File: src/rtl/regfile_writeback_queue.sv
// Write-back buffer in front of the register file's single write port: two
// round-robin arbitrated producers, a small FIFO, one drain per cycle, RAW hazard flags.
module regfile_writeback_queue #(
   parameter int unsigned log2regs  = 1,
   parameter int unsigned size      = 32,
   parameter int unsigned log2depth = 2
) (
   input  logic                  CGRA_Clock,
   input  logic                  CGRA_Reset,
   input  logic                  src0_valid,
   output logic                  src0_ready,
   input  logic [log2regs-1:0]   src0_addr,
   input  logic [size-1:0]       src0_data,
   input  logic                  src1_valid,
   output logic                  src1_ready,
   input  logic [log2regs-1:0]   src1_addr,
   input  logic [size-1:0]       src1_data,
   input  logic                  drain_en,
   output logic                  WE0,
   output logic [log2regs-1:0]   address_in0,
   output logic [size-1:0]       wr_data,
   input  logic [log2regs-1:0]   rd_addr0,
   input  logic [log2regs-1:0]   rd_addr1,
   output logic                  pending0,
   output logic                  pending1,
   output logic [log2depth:0]    count,
   output logic                  full,
   output logic                  empty
);

   localparam int unsigned depth = 1 << log2depth;
   localparam int unsigned cnt_w = log2depth + 1;
   localparam int unsigned ptr_w = log2depth;

   logic [log2regs-1:0] mem_addr [depth];
   logic [size-1:0]     mem_data [depth];
   logic [ptr_w-1:0]    wr_ptr;
   logic [ptr_w-1:0]    rd_ptr;
   logic                last_grant;

   logic                grant0_c;
   logic                grant1_c;
   logic                push_c;
   logic                pop_c;
   logic                push_src_c;
   logic [log2regs-1:0] push_addr_c;
   logic [size-1:0]     push_data_c;
   logic [ptr_w-1:0]    idx_c;
   logic                occ_c;

   assign full  = (count == cnt_w'(depth));
   assign empty = (count == '0);

   // Round-robin: on contention the source that did not win last time goes first.
   always_comb begin
      grant0_c    = 1'b0;
      grant1_c    = 1'b0;
      push_src_c  = 1'b0;
      push_addr_c = src0_addr;
      push_data_c = src0_data;
      if (src0_valid && src1_valid) begin
         grant0_c = last_grant;
         grant1_c = ~last_grant;
      end else begin
         grant0_c = src0_valid;
         grant1_c = src1_valid;
      end
      if (grant1_c) begin
         push_src_c  = 1'b1;
         push_addr_c = src1_addr;
         push_data_c = src1_data;
      end
   end

   assign src0_ready = grant0_c & ~full;
   assign src1_ready = grant1_c & ~full;
   assign push_c     = (src0_valid & src0_ready) | (src1_valid & src1_ready);
   assign pop_c      = drain_en & ~empty;

   // Payload storage; entries outside the occupied window are don't-care, so no reset.
   always_ff @(posedge CGRA_Clock) begin
      if (push_c) begin
         mem_addr[wr_ptr] <= push_addr_c;
         mem_data[wr_ptr] <= push_data_c;
      end
   end

   always_ff @(posedge CGRA_Clock or negedge CGRA_Reset) begin
      if (!CGRA_Reset) begin
         wr_ptr     <= '0;
         rd_ptr     <= '0;
         count      <= '0;
         last_grant <= 1'b1;
      end else begin
         if (push_c) begin
            wr_ptr     <= wr_ptr + ptr_w'(1);
            last_grant <= push_src_c;
         end
         if (pop_c) begin
            rd_ptr <= rd_ptr + ptr_w'(1);
         end
         case ({push_c, pop_c})
            2'b10:   count <= count + cnt_w'(1);
            2'b01:   count <= count - cnt_w'(1);
            default: count <= count;
         endcase
      end
   end

   // Register-file write port; address/data hold when idle.
   always_ff @(posedge CGRA_Clock or negedge CGRA_Reset) begin
      if (!CGRA_Reset) begin
         WE0         <= 1'b0;
         address_in0 <= '0;
         wr_data     <= '0;
      end else begin
         WE0 <= pop_c;
         if (pop_c) begin
            address_in0 <= mem_addr[rd_ptr];
            wr_data     <= mem_data[rd_ptr];
         end
      end
   end

   // The in-flight write is a hazard too: the register file reads before it writes.
   always_comb begin
      pending0 = WE0 && (address_in0 == rd_addr0);
      pending1 = WE0 && (address_in0 == rd_addr1);
      idx_c    = '0;
      occ_c    = 1'b0;
      for (int unsigned i = 0; i < depth; i++) begin
         idx_c = ptr_w'(i);
         occ_c = (cnt_w'(ptr_w'(idx_c - rd_ptr)) < count);
         if (occ_c && (mem_addr[idx_c] == rd_addr0)) pending0 = 1'b1;
         if (occ_c && (mem_addr[idx_c] == rd_addr1)) pending1 = 1'b1;
      end
   end

endmodule

File: config.mk
export PLATFORM = sky130hd
export DESIGN_NAME = regfile_writeback_queue
export DESIGN_NICKNAME = d
export VERILOG_FILES = /design/src/rtl/regfile_writeback_queue.sv
export SDC_FILE = /design/constraint.sdc
export NUM_CORES = 1
export LEC_CHECK = 0
export BUFFER_PORTS_ARGS = -buffer_cell sky130_fd_sc_hd__buf_2
export CORE_MARGIN = 2
export CORE_UTILIZATION = 60
export DETAILED_ROUTE_END_ITERATION = 6
export PLACE_DENSITY = 0.84
export SLEW_MARGIN = 5
export SYNTH_ARGS = -nofsm -noshare
export SYNTH_HDL_FRONTEND = slang
export SYNTH_SLANG_ARGS = --single-unit
export TNS_END_PERCENT = 100
File: constraint.sdc
create_clock -name CGRA_Clock -period 6.55 [get_ports CGRA_Clock]
set_input_delay 1.31 -clock CGRA_Clock [delete_from_list [all_inputs] [get_ports CGRA_Clock]]
set_output_delay 1.31 -clock CGRA_Clock [all_outputs]
set_load 0.005 [all_outputs]
==> flow_summary.toml, run 1 <==
[run_status]
outcome = "complete, no violations"

[min_path]
hold_class = "flip-flop to flip-flop"
holdPathEnd = "wr_data[31]$_DFFE_PN0P_"
worst_hold_path.num_cells = 1
min_from = "wr_data[31]$_DFFE_PN0P_"

[finish]
antenna_cells = 0
final_common_cell = "edfxtp_1"
finalCoreUtilization_pct = 71.88
syn_to_final_growth_pct = 17.54
drive_above_1_share_pct = 46.09
num-nets-final = 569
final_cell_mix = "132 x edfxtp_1, 115 x buf_2, 39 x dfrtp_1, 34 x mux2_1, 32 x mux4_2"

[setup_path]
path_cells = "xor2_1 -> inv_1 -> ha_1 -> nor2b_1 -> a211oi_1 -> nor4_2 -> a32oi_1 -> buf_2"
r2r_slack_ns = 3.59
cp_max_fo = 37
required_ns = 5.24
cp-start-kind = "flip-flop"
r2r_cells = 9
worst_r2r_endpoint = "count[2]$_DFFE_PN0P_"
crit_type = "flip-flop to output port"
max_stage_delay_ns = 0.99
slowest_stage = "dfrtp_2"
critPathCaptureType = "output port"
arrival_ns = 2.90
regToRegStartpoint = "count[2]$_DFFE_PN0P_"

[logic_synthesis]
ys_top_cells_by_area = "edfxtp_1 54%, dfrtp_1 14%, mux4_2 9.9%"
synth_cells = 365
seq_area_frac_synth_pct = 68.86
ys_ff_latch = 174
ys_types = 40
syn_nets = 448
synth_fa_ha_area_share_pct = 1.821
synth_top_family_by_area = "multiplexers"
synth_area_per_cell_um2 = 19.96
synth_warnings = 0
yosys.area_share.simple_pct = 2.336
synth_mux_area_share_pct = 22.05
synth_top_area_share_pct = 54.41
yosysTopAreaCell = "edfxtp_1"
synth_xor_xnor_area_share_pct = 0.8416
syn_area_mm2 = 0.007284
synth-compound-area-share_pct = 1.769

[clock_network]
cts_buffers = 17
cts_buffer_depth = 2
cts_hold_repair.buffers = 0
postCtsResizedCells = 0
cts_sinks = 174
cts_htree_levels = 4
cts_tree = "done"
clkTransAtPathRegs_ns = 0.06
clkLatencyLatePin_ns = 0.42
cts.root.buffer_cell = "clkbuf_16"
cts_setup_buffers = 0

[global_route]
grt.total_usage_pct = 21.28
grt_max_degree = 43
antenna_found_initial = 0
grt.overflow.total = 0
grt_pass1_wl_um = 20240
first_global_vias = 3766

[detailed_routing]
wire_per_inst_um = 19.91
via_per_inst = 5.731
firstDrtPassIters = 4
routed_wl_um = 12860
antenna_left = 0
drcViolationCount = 0
route.vias.total = 3702
drt_iter0_drc = 230

[placed_design]
place.port_buffers = 115
pre_cts_ws_ns = 2.747
hpwl_um = 7579
gp_congestion = 0.7446

[die]
die_w_um = 114.2
pin_count = 116
die_h_um = 114.2
core_mm2 = 0.01191
rows = 40
dieArea_mm2 = 0.01304
start_util_pct = 61.16

[timing]
fmax_mhz = 237.4
rsz0062_at_grt = "no"
finalHoldViolCount = 0
final.setup.tns_ns = 0
slew_headroom_pct = 27.48
tightest_slew_ns = 1.086
setup_ws_ns = 2.337
fin_crit_ns = 4.213
setup_viol = 0
skew_ns = 0.009222
slew_violations = 0
hold_ws_ns = 0.5053
fin_crit_sh_pct = 64.32

[power]
p_leak_uw = 0.003316
ir_drop_mv = 0.2292
power_density_mw_per_mm2 = 484.7
report.power.total_uw = 4150

[flow_run]
maxCapViolCount = 0
layout make-up:
type	count	area, um^2
Inverter	15	56.30
Clock inverter	11	140.1
Sequential cell	174	5019
Clock buffer	21	460.4
Fill cell	707	3349
Timing Repair Buffer	117	590.6
Tap cell	147	183.9
Multi-Input combinational cell	161	2112
flip-flops by register name, summed over array words and instances (netlist names):
| signal | count |
|---|---|
| rd_ptr | 2 |
| mem_addr | 4 |
| WE0 | 1 |
| wr_data | 32 |
| wr_ptr | 2 |
| count | 3 |
| last_grant | 1 |
| address_in0 | 1 |
| mem_data | 128 |
critical path, delay by kind of cell, from the launching register on:
kind                       cells  cell delay, ns
AOI/OAI and AO/OA              2            0.53
xor gates and xnor gates       1            0.24
adders and majority gates      1            0.27
buffers and inverters          2            0.21
DFF                            1            0.99
and+or+nand+nor                2            0.24
synthesized netlist by cell type, drive strengths merged:
| master | count |
|---|---|
| edfxtp | 132 |
| o21a | 1 |
| a211oi | 7 |
| o21ai | 2 |
| nor3b | 1 |
| dfrtp | 41 |
| ha | 9 |
| nand2b | 2 |
| nor3 | 2 |
| clkbuf | 1 |
| mux2 | 67 |
| nand2 | 4 |
| a32oi | 1 |
| a21boi | 1 |
| xnor2 | 4 |
| nor4 | 2 |
| fa | 1 |
| nand3 | 1 |
| and2 | 5 |
| a22oi | 1 |
| xor2 | 3 |
| buf | 14 |
| mux4 | 33 |
| dfstp | 1 |
| inv | 15 |
| a21oi | 4 |
| nor2 | 2 |
| nor2b | 7 |
| a31oi | 1 |
cell families after synthesis:
| logic type | after synthesis |
|---|---|
| DFF | 174 |
| muxes | 100 |
| buffers and inverters | 30 |
| and+or+nand+nor | 26 |
| AOI/OAI and AO/OA | 18 |
| adders and majority gates | 10 |
| xor gates and xnor gates | 7 |
layer usage:
layer / up-vias / global-route usage [%] / part of all wire [%]
li1: 1673 / - / -
met1: 1888 / 28.69 / 44
met2: 131 / 34.92 / 50
met3: 10 / 5.400 / 5.0
met4: 0 / 6.341 / 0.76
met5: - / 0 / 0
metrics by stage:
| stage | area, um^2 | instances |
|---|---|---|
| 3_5_place_dp | 7961 | 614 |
| 6_report | 8562 | 646 |
| 3_3_place_gp | 7961 | 614 |
| 5_1_grt | 8562 | 646 |
| 4_1_cts | 8562 | 646 |
| 2_1_floorplan | 7284 | 365 |
worst max path at each step:
stage | cells after the start | startpoint | endpoint | slack [ns]
CTS | 8 | rd_ptr[1]$_DFFE_PN0P_ | pending1 | 2.29
finish | 8 | rd_ptr[1]$_DFFE_PN0P_ | pending1 | 2.34
global placement | 8 | rd_ptr[1]$_DFFE_PN0P_ | pending1 | 2.86
floorplan | 4 | src1_valid | src1_ready | 3.28
detailed placement | 8 | rd_ptr[1]$_DFFE_PN0P_ | pending1 | 2.75
global route | 8 | rd_ptr[1]$_DFFE_PN0P_ | pending1 | 2.13
where the power goes:
group,internal [uW],switching [uW]
Clock,617,392
Sequential,1640,214
Combinational,691,592
Total,2950,1200
Note: power is estimated with default switching activity, not from simulation.
==> run 2: changes to the inputs <==
--- a/config.mk
+++ b/config.mk
@@ -5,11 +5,12 @@
 export SDC_FILE = /design/constraint.sdc
 export NUM_CORES = 1
 export LEC_CHECK = 0
+export ABC_AREA = 1
 export BUFFER_PORTS_ARGS = -buffer_cell sky130_fd_sc_hd__buf_2
 export CORE_MARGIN = 2
-export CORE_UTILIZATION = 60
+export CORE_UTILIZATION = 51
 export DETAILED_ROUTE_END_ITERATION = 6
-export PLACE_DENSITY = 0.84
+export PLACE_DENSITY = 0.76
 export SLEW_MARGIN = 5
 export SYNTH_ARGS = -nofsm -noshare
 export SYNTH_HDL_FRONTEND = slang
==> constraint.sdc (replaced) <==
create_clock -name CGRA_Clock -period 3.6 [get_ports CGRA_Clock]
set_input_delay 0.72 -clock CGRA_Clock [delete_from_list [all_inputs] [get_ports CGRA_Clock]]
set_output_delay 0.72 -clock CGRA_Clock [all_outputs]
set_load 0.005 [all_outputs]
==> run 2 against run 1 <==
Area after synthesis decreased by 0.60%. Clock-buffer cell count fell by 3. Die area grew 16%. Clock power up 86%. Clock skew fell by 0.0026 ns. Critical path depth is 5 higher.
==> flow_summary.toml, run 2 <==
[setup_path]
cp_max_fo = 5
slowest_stage = "dfrtp_1"
arrival_ns = 2.28
critPathCaptureType = "output port"
path_cells = "inv_1 -> nor2_4 -> nor2_1 -> inv_1 -> ha_1 -> inv_1 -> nor2_1 -> nand2_1 -> nand3_1 -> nand2_1 -> nor2_1 -> nand2_1 -> buf_2"
crit_type = "flip-flop to output port"
required_ns = 2.88
cp-start-kind = "flip-flop"
max_stage_delay_ns = 0.47

[detailed_routing]
drt_iter0_drc = 383
routed_wl_um = 14670
antenna_left = 0
via_per_inst = 5.012
wire_per_inst_um = 14.74
firstDrtPassIters = 5
drcViolationCount = 0
route.vias.total = 4987

[global_route]
grt.overflow.total = 0
use_met1_pct = 27.32
first_global_vias = 4579
grt-busiest-layer = "met2"
antenna_found_initial = 0
grt_max_degree = 43
met3_usage_pct = 4.705
grt.total_usage_pct = 20.88
global_route.usage.met2_pct = 34.62
grt_pass1_wl_um = 23330

[die]
die_w_um = 123.2
die_h_um = 123.2
core_mm2 = 0.01388
pin_count = 116
dieArea_mm2 = 0.01517
rows = 43
start_util_pct = 52.16

[placed_design]
place.port_buffers = 115
hpwl_um = 8851
pre_cts_ws_ns = 0.8741
post_dp_cell_area_mm2 = 0.008041
gp_congestion = 0.7593

[flow_run]
maxCapViolCount = 0

[power]
p_leak_uw = 0.003836
ir_drop_mv = 0.3718
power_density_mw_per_mm2 = 844.8

[logic_synthesis]
synth-edff-count = 132
seq_area_frac_synth_pct = 69.28
syn_nets = 768
ys.flop_type = "edfxtp_1"
ys_ff_latch = 174
ys_top_cells_by_area = "edfxtp_1 55%, nand2_1 19%, dfrtp_1 14%"
ys_types = 23
syn_area_mm2 = 0.007241
synth_warnings = 0
synth_common_cells = "367 x nand2_1, 132 x edfxtp_1, 41 x dfrtp_1, 33 x nand4_1, 24 x inv_1"
async_flop_share_pct = 24.14
yosysMostFrequentCell = "nand2_1"
synth_cells = 685
synth_top_area_share_pct = 54.74
synth_area_per_cell_um2 = 10.57
yosysTopAreaCell = "edfxtp_1"

[clock_network]
cts_setup_buffers = 0
clkTransAtPathRegs_ns = 0.07
cts.root.buffer_cell = "clkbuf_16"
cts_buffer_depth = 2
cts_sinks = 174
cts_tree = "done"
cts_hold_repair.buffers = 0
cts_htree_levels = 4
cts_buffers = 17
postCtsResizedCells = 0
clkLatencyLatePin_ns = 0.43

[finish]
antenna_cells = 0
fin_area_mm2 = 0.008653
final_cell_mix = "367 x nand2_1, 132 x edfxtp_1, 115 x buf_2, 41 x dfrtp_1, 33 x nand4_1"
syn_to_final_growth_pct = 19.51
final_common_cell = "nand2_1"
largest_register_ffs = 128
drive_above_1_share_pct = 20.61
largest-register = "mem_data"
reg_top3 = "mem_data (128), wr_data (32), mem_addr (4)"
fill_cells = 1148
num-nets-final = 885

[timing]
fin_crit_sh_pct = 83.41
final.setup.tns_ns = 0
fin_crit_ns = 3.003
setup_ws_ns = 0.5971
fmax_mhz = 333.0
skew_ns = 0.006629
finalHoldViolCount = 0
setup_viol = 0
rsz0062_at_grt = "no"
tightest_slew_ns = 1.094
slew_headroom_pct = 26.82
slew_violations = 0

[run_status]
outcome = "complete, no violations"

[min_path]
hold_class = "flip-flop to flip-flop"
## run 2: changes by cell type after synthesis, sizes merged, moves of 5 or more
cell,previous run,this run
nand4,0,33
and2,5,0
nor2b,7,0
xor2,3,8
clkbuf,1,9
mux4,33,0
mux2,67,0
a211oi,7,0
nand3,1,8
nand2,4,368
nor2,2,22
inv,15,26
## run 2: per-stage QoR
| stage | power, uW | util [%] | hold slack (ns) | instances |
|---|---|---|---|---|
| global placement | 5443 | 57.93 | 0.4607 | 963 |
| finish | 7310 | 62.34 | 0.4720 | 995 |
| detailed placement | 5495 | 57.93 | 0.4615 | 963 |
| CTS | 7370 | 62.34 | 0.4795 | 995 |
| global route | 7807 | 62.34 | 0.4923 | 995 |
| floorplan | 4645 | - | 0.4244 | 685 |
## run 2: cell type report
class                      instances  area (um^2)  share of cell area (%)
sequential                       174         5016                   57.97
multi-input combinational        457         2023                   23.38
tap                              180        225.2                   2.603
inverter                          27        101.3                   1.171
timing repair buffer             125        675.6                   7.808
clock inverter                    14        182.7                   2.111
clock buffer                      18        429.2                   4.960
## run 2: critical path, delay by kind of cell (launching register included)
| kind | cells | cell delay, ns |
|---|---|---|
| DFF | 1 | 0.47 |
| and+or+nand+nor | 8 | 0.68 |
| buffers and inverters | 4 | 0.42 |
| adders and majority gates | 1 | 0.27 |
## run 2: final timing paths
| kind | cells past startpoint | slack, ns | to | startpoint |
|---|---|---|---|---|
| setup / recovery | 13 | 0.60 | pending0 | rd_ptr[0]$_DFFE_PN0P_ |
| hold / removal | 2 | 0.47 | wr_data[18]$_DFFE_PN0P_ | wr_data[18]$_DFFE_PN0P_ |
| setup reg to reg | 8 | 0.95 | count[1]$_DFFE_PN0P_ | count[1]$_DFFE_PN0P_ |
| hold reg to reg | 2 | 0.47 | wr_data[18]$_DFFE_PN0P_ | wr_data[18]$_DFFE_PN0P_ |
| max in group asynchronous | 1 | 2.46 | wr_data[3]$_DFFE_PN0P_ | CGRA_Reset |
| min in group asynchronous | 1 | 0.48 | count[1]$_DFFE_PN0P_ | CGRA_Reset |
## run 2: kinds of logic after synthesis
logic type,synth area share [%]
buffers and inverters,3.301
XOR/XNOR,1.089
adder cells (fa/ha/maj),1.832
AO/OA/AOI/OAI,0.6393
AND/OR/NAND/NOR,23.86
flip-flops,69.28
## run 2: per-layer routing
metal	part of all wire [%]	vias to the layer above
met1	42	2323
li1	-	2480
met5	0	-
met3	7.3	10
met4	0.98	0
met2	50	174
## run 2: power by group
group          leakage, uW  total (uW)  internal, uW  switching, uW
sequential         0.00174        3170          2920            252
clock             0.000299        1880          1110            770
combinational      0.00180        2260           757           1510
==> run 3: changes to the inputs <==
--- a/config.mk
+++ b/config.mk
@@ -5,7 +5,7 @@
 export SDC_FILE = /design/constraint.sdc
 export NUM_CORES = 1
 export LEC_CHECK = 0
-export ABC_AREA = 1
+export ABC_AREA = 0
 export BUFFER_PORTS_ARGS = -buffer_cell sky130_fd_sc_hd__buf_2
 export CORE_MARGIN = 2
 export CORE_UTILIZATION = 51
==> constraint.sdc (replaced) <==
create_clock -name CGRA_Clock -period 2.58 [get_ports CGRA_Clock]
set_input_delay 0.516 -clock CGRA_Clock [delete_from_list [all_inputs] [get_ports CGRA_Clock]]
set_output_delay 0.516 -clock CGRA_Clock [all_outputs]
set_load 0.005 [all_outputs]
==> run 3 against run 2 <==
The flow now finishes with violations (setup timing). Total power rose by 48%. Final area rose by 1.7%. Clock skew rose by 0.0023 ns. Routed wire length fell by 6.3%. Global-route usage fell by 1.5 points. Core utilization rose by 0.79 points. Critical endpoint unchanged. Sequential power rose by 43%. Combinational power rose by 67%.
==> flow_summary.toml, run 3 (synthesis results as in run 1) <==
[setup_path]
required_ns = 2.06
cp_max_fo = 2
arrival_ns = 2.26
slowest_stage = "dfrtp_2"
cp-start-kind = "flip-flop"
crit_type = "flip-flop to output port"
critPathCaptureType = "output port"
path_cells = "xor2_2 -> inv_1 -> ha_1 -> nor2b_4 -> buf_4 -> a211oi_2 -> nor4_2 -> a22oi_1 -> buf_2"
crit_family = "flip-flops"
max_stage_delay_ns = 0.42
critPathBufInv = 3

[detailed_routing]
via_per_inst = 5.491
drcViolationCount = 0
firstDrtPassIters = 4
route.vias.total = 3833
drt_iter0_drc = 202
antenna_left = 0
wire_per_inst_um = 19.69
routed_wl_um = 13750

[finish]
reg_top3 = "mem_data (128), wr_data (32), mem_addr (4)"
drive_above_1_share_pct = 49.81
multi_input_area_mm2 = 0.002162
largest_register_ffs = 128
fill_cells = 992
final_common_cell = "edfxtp_1"
final_cell_mix = "132 x edfxtp_1, 115 x buf_2, 39 x dfrtp_1, 34 x mux2_1, 32 x mux4_2"
largest-register = "mem_data"
num-nets-final = 588
seq_area_mm2 = 0.005019
antenna_cells = 0
syn_to_final_growth_pct = 20.77

[timing]
fin_crit_ns = 2.779
rsz0062_at_grt = "yes"
setup_ws_ns = -0.1994
slew_violations = 0
skew_ns = 0.008906
fin_crit_sh_pct = 107.7
fmax_mhz = 359.8
setup_viol = 2
tightest_slew_ns = 0.7321
slew_headroom_pct = 51.20
finalHoldViolCount = 0
hold_ws_ns = 0.3113

[die]
pin_count = 116
die_w_um = 123.5
core_mm2 = 0.01393
dieArea_mm2 = 0.01525
start_util_pct = 52.28
die_h_um = 123.5
rows = 43

[clock_network]
cts_buffers = 17
clkLatencyLatePin_ns = 0.42
cts_buffer_depth = 2
cts_sinks = 174
cts_htree_levels = 4
clkTransAtPathRegs_ns = 0.06
cts.root.buffer_cell = "clkbuf_16"
cts_tree = "done"

[global_route]
grt_max_degree = 36
antenna_found_initial = 0
grt.overflow.total = 0
grt.total_usage_pct = 19.43
grt_pass1_wl_um = 21170
first_global_vias = 3879

[power]
p_leak_uw = 0.003432
power_density_mw_per_mm2 = 1230
ir_drop_mv = 0.6634

[placed_design]
gp_congestion = 0.8235
pre_cts_ws_ns = 0.2458
place.port_buffers = 115
hpwl_um = 8603

[min_path]
hold_class = "primary input to flip-flop"

[run_status]
violations = "setup timing"
outcome = "finished, violations left"

[flow_run]
maxCapViolCount = 0
==> run 3: cell count changes in the layout (fill, tap and decap cells not counted), moves of 6 or more <==
| cell | change |
|---|---|
| a211oi_2 | +6 |
| buf_4 | +11 |
| inv_1 | -16 |
| mux2_1 | +34 |
| mux2_4 | +28 |
| mux4_2 | +32 |
| nand2_1 | -363 |
| nand3_1 | -7 |
| nand4_1 | -33 |
| nor2_1 | -13 |
| nor2_4 | -7 |
| xor2_1 | -6 |
==> run 3: worst reg2reg max path, cell delays in order (launching register included) <==
cell and delay, ns:
dfrtp_1 0.48, inv_2 0.11, nand3_1 0.16, o21a_1 0.27, inv_2 0.08, ha_1 0.18, inv_1 0.06, fa_1 0.38
xor2_1 0.16, nor2_1 0.11, xor2_1 0.15
==> run 3: final timing paths <==
check / from / endpoint / slack (ns) / depth (start not counted)
max: rd_ptr[0]$_DFFE_PN0P_ / pending0 / -0.20 / 9
min: src0_valid / last_grant$_DFFE_PN1P_ / 0.31 / 2
max reg2reg: count[0]$_DFFE_PN0P_ / count[2]$_DFFE_PN0P_ / 0.38 / 10
min reg2reg: wr_data[28]$_DFFE_PN0P_ / wr_data[28]$_DFFE_PN0P_ / 0.50 / 1
max in group asynchronous: CGRA_Reset / rd_ptr[1]$_DFFE_PN0P_ / 1.43 / 3
min in group asynchronous: CGRA_Reset / wr_data[18]$_DFFE_PN0P_ / 0.53 / 2
==> run 3: final cells by class <==
type	instances	area share [%]
clock buffers	23	5.433
clock inverters	9	1.237
inverters	15	0.6400
multi-input cells	161	24.58
flip-flops and latches	174	57.05
well taps	180	2.560
repair buffers	136	8.505
==> run 3: power by group <==
part,internal [uW],total (uW),switching [uW]
clock,1500,2510,1000
combinational,1980,3780,1790
sequential,4160,4540,385
total,7650,10800,3180
==> run 3: layer usage <==
metal  GRT usage [%]  vias up  part of all wire [%]
met5               0        -                     0
met4           7.031        0                   1.6
met3           4.566       20                   4.8
met2           31.28      116                    50
met1           26.06     1986                    44
li1                -     1711                     -
==> run 3: repair_timing <==
item	CTS	global route
endpoints found under the hold margin	10	0
setup endpoints to repair	2	2
buffers inserted	3	1
resized for setup	11	1
pin swaps	6	5
hold buffers	1	0
==> run 3: per-stage QoR <==
| stage | area [um^2] | power, uW | setup TNS, ns | cells | utilization (%) |
|---|---|---|---|---|---|
| after floorplan | 7284 | 7047 | 0 | 365 | - |
| after global placement | 8120 | 8036 | 0 | 661 | 58.27 |
| after detailed placement | 8120 | 8224 | 0 | 661 | 58.27 |
| after CTS | 8782 | 10910 | -0.2272 | 697 | 63.02 |
| after global routing | 8797 | 11430 | -0.6100 | 698 | 63.13 |
| final | 8797 | 10820 | -0.3906 | 698 | 63.13 |
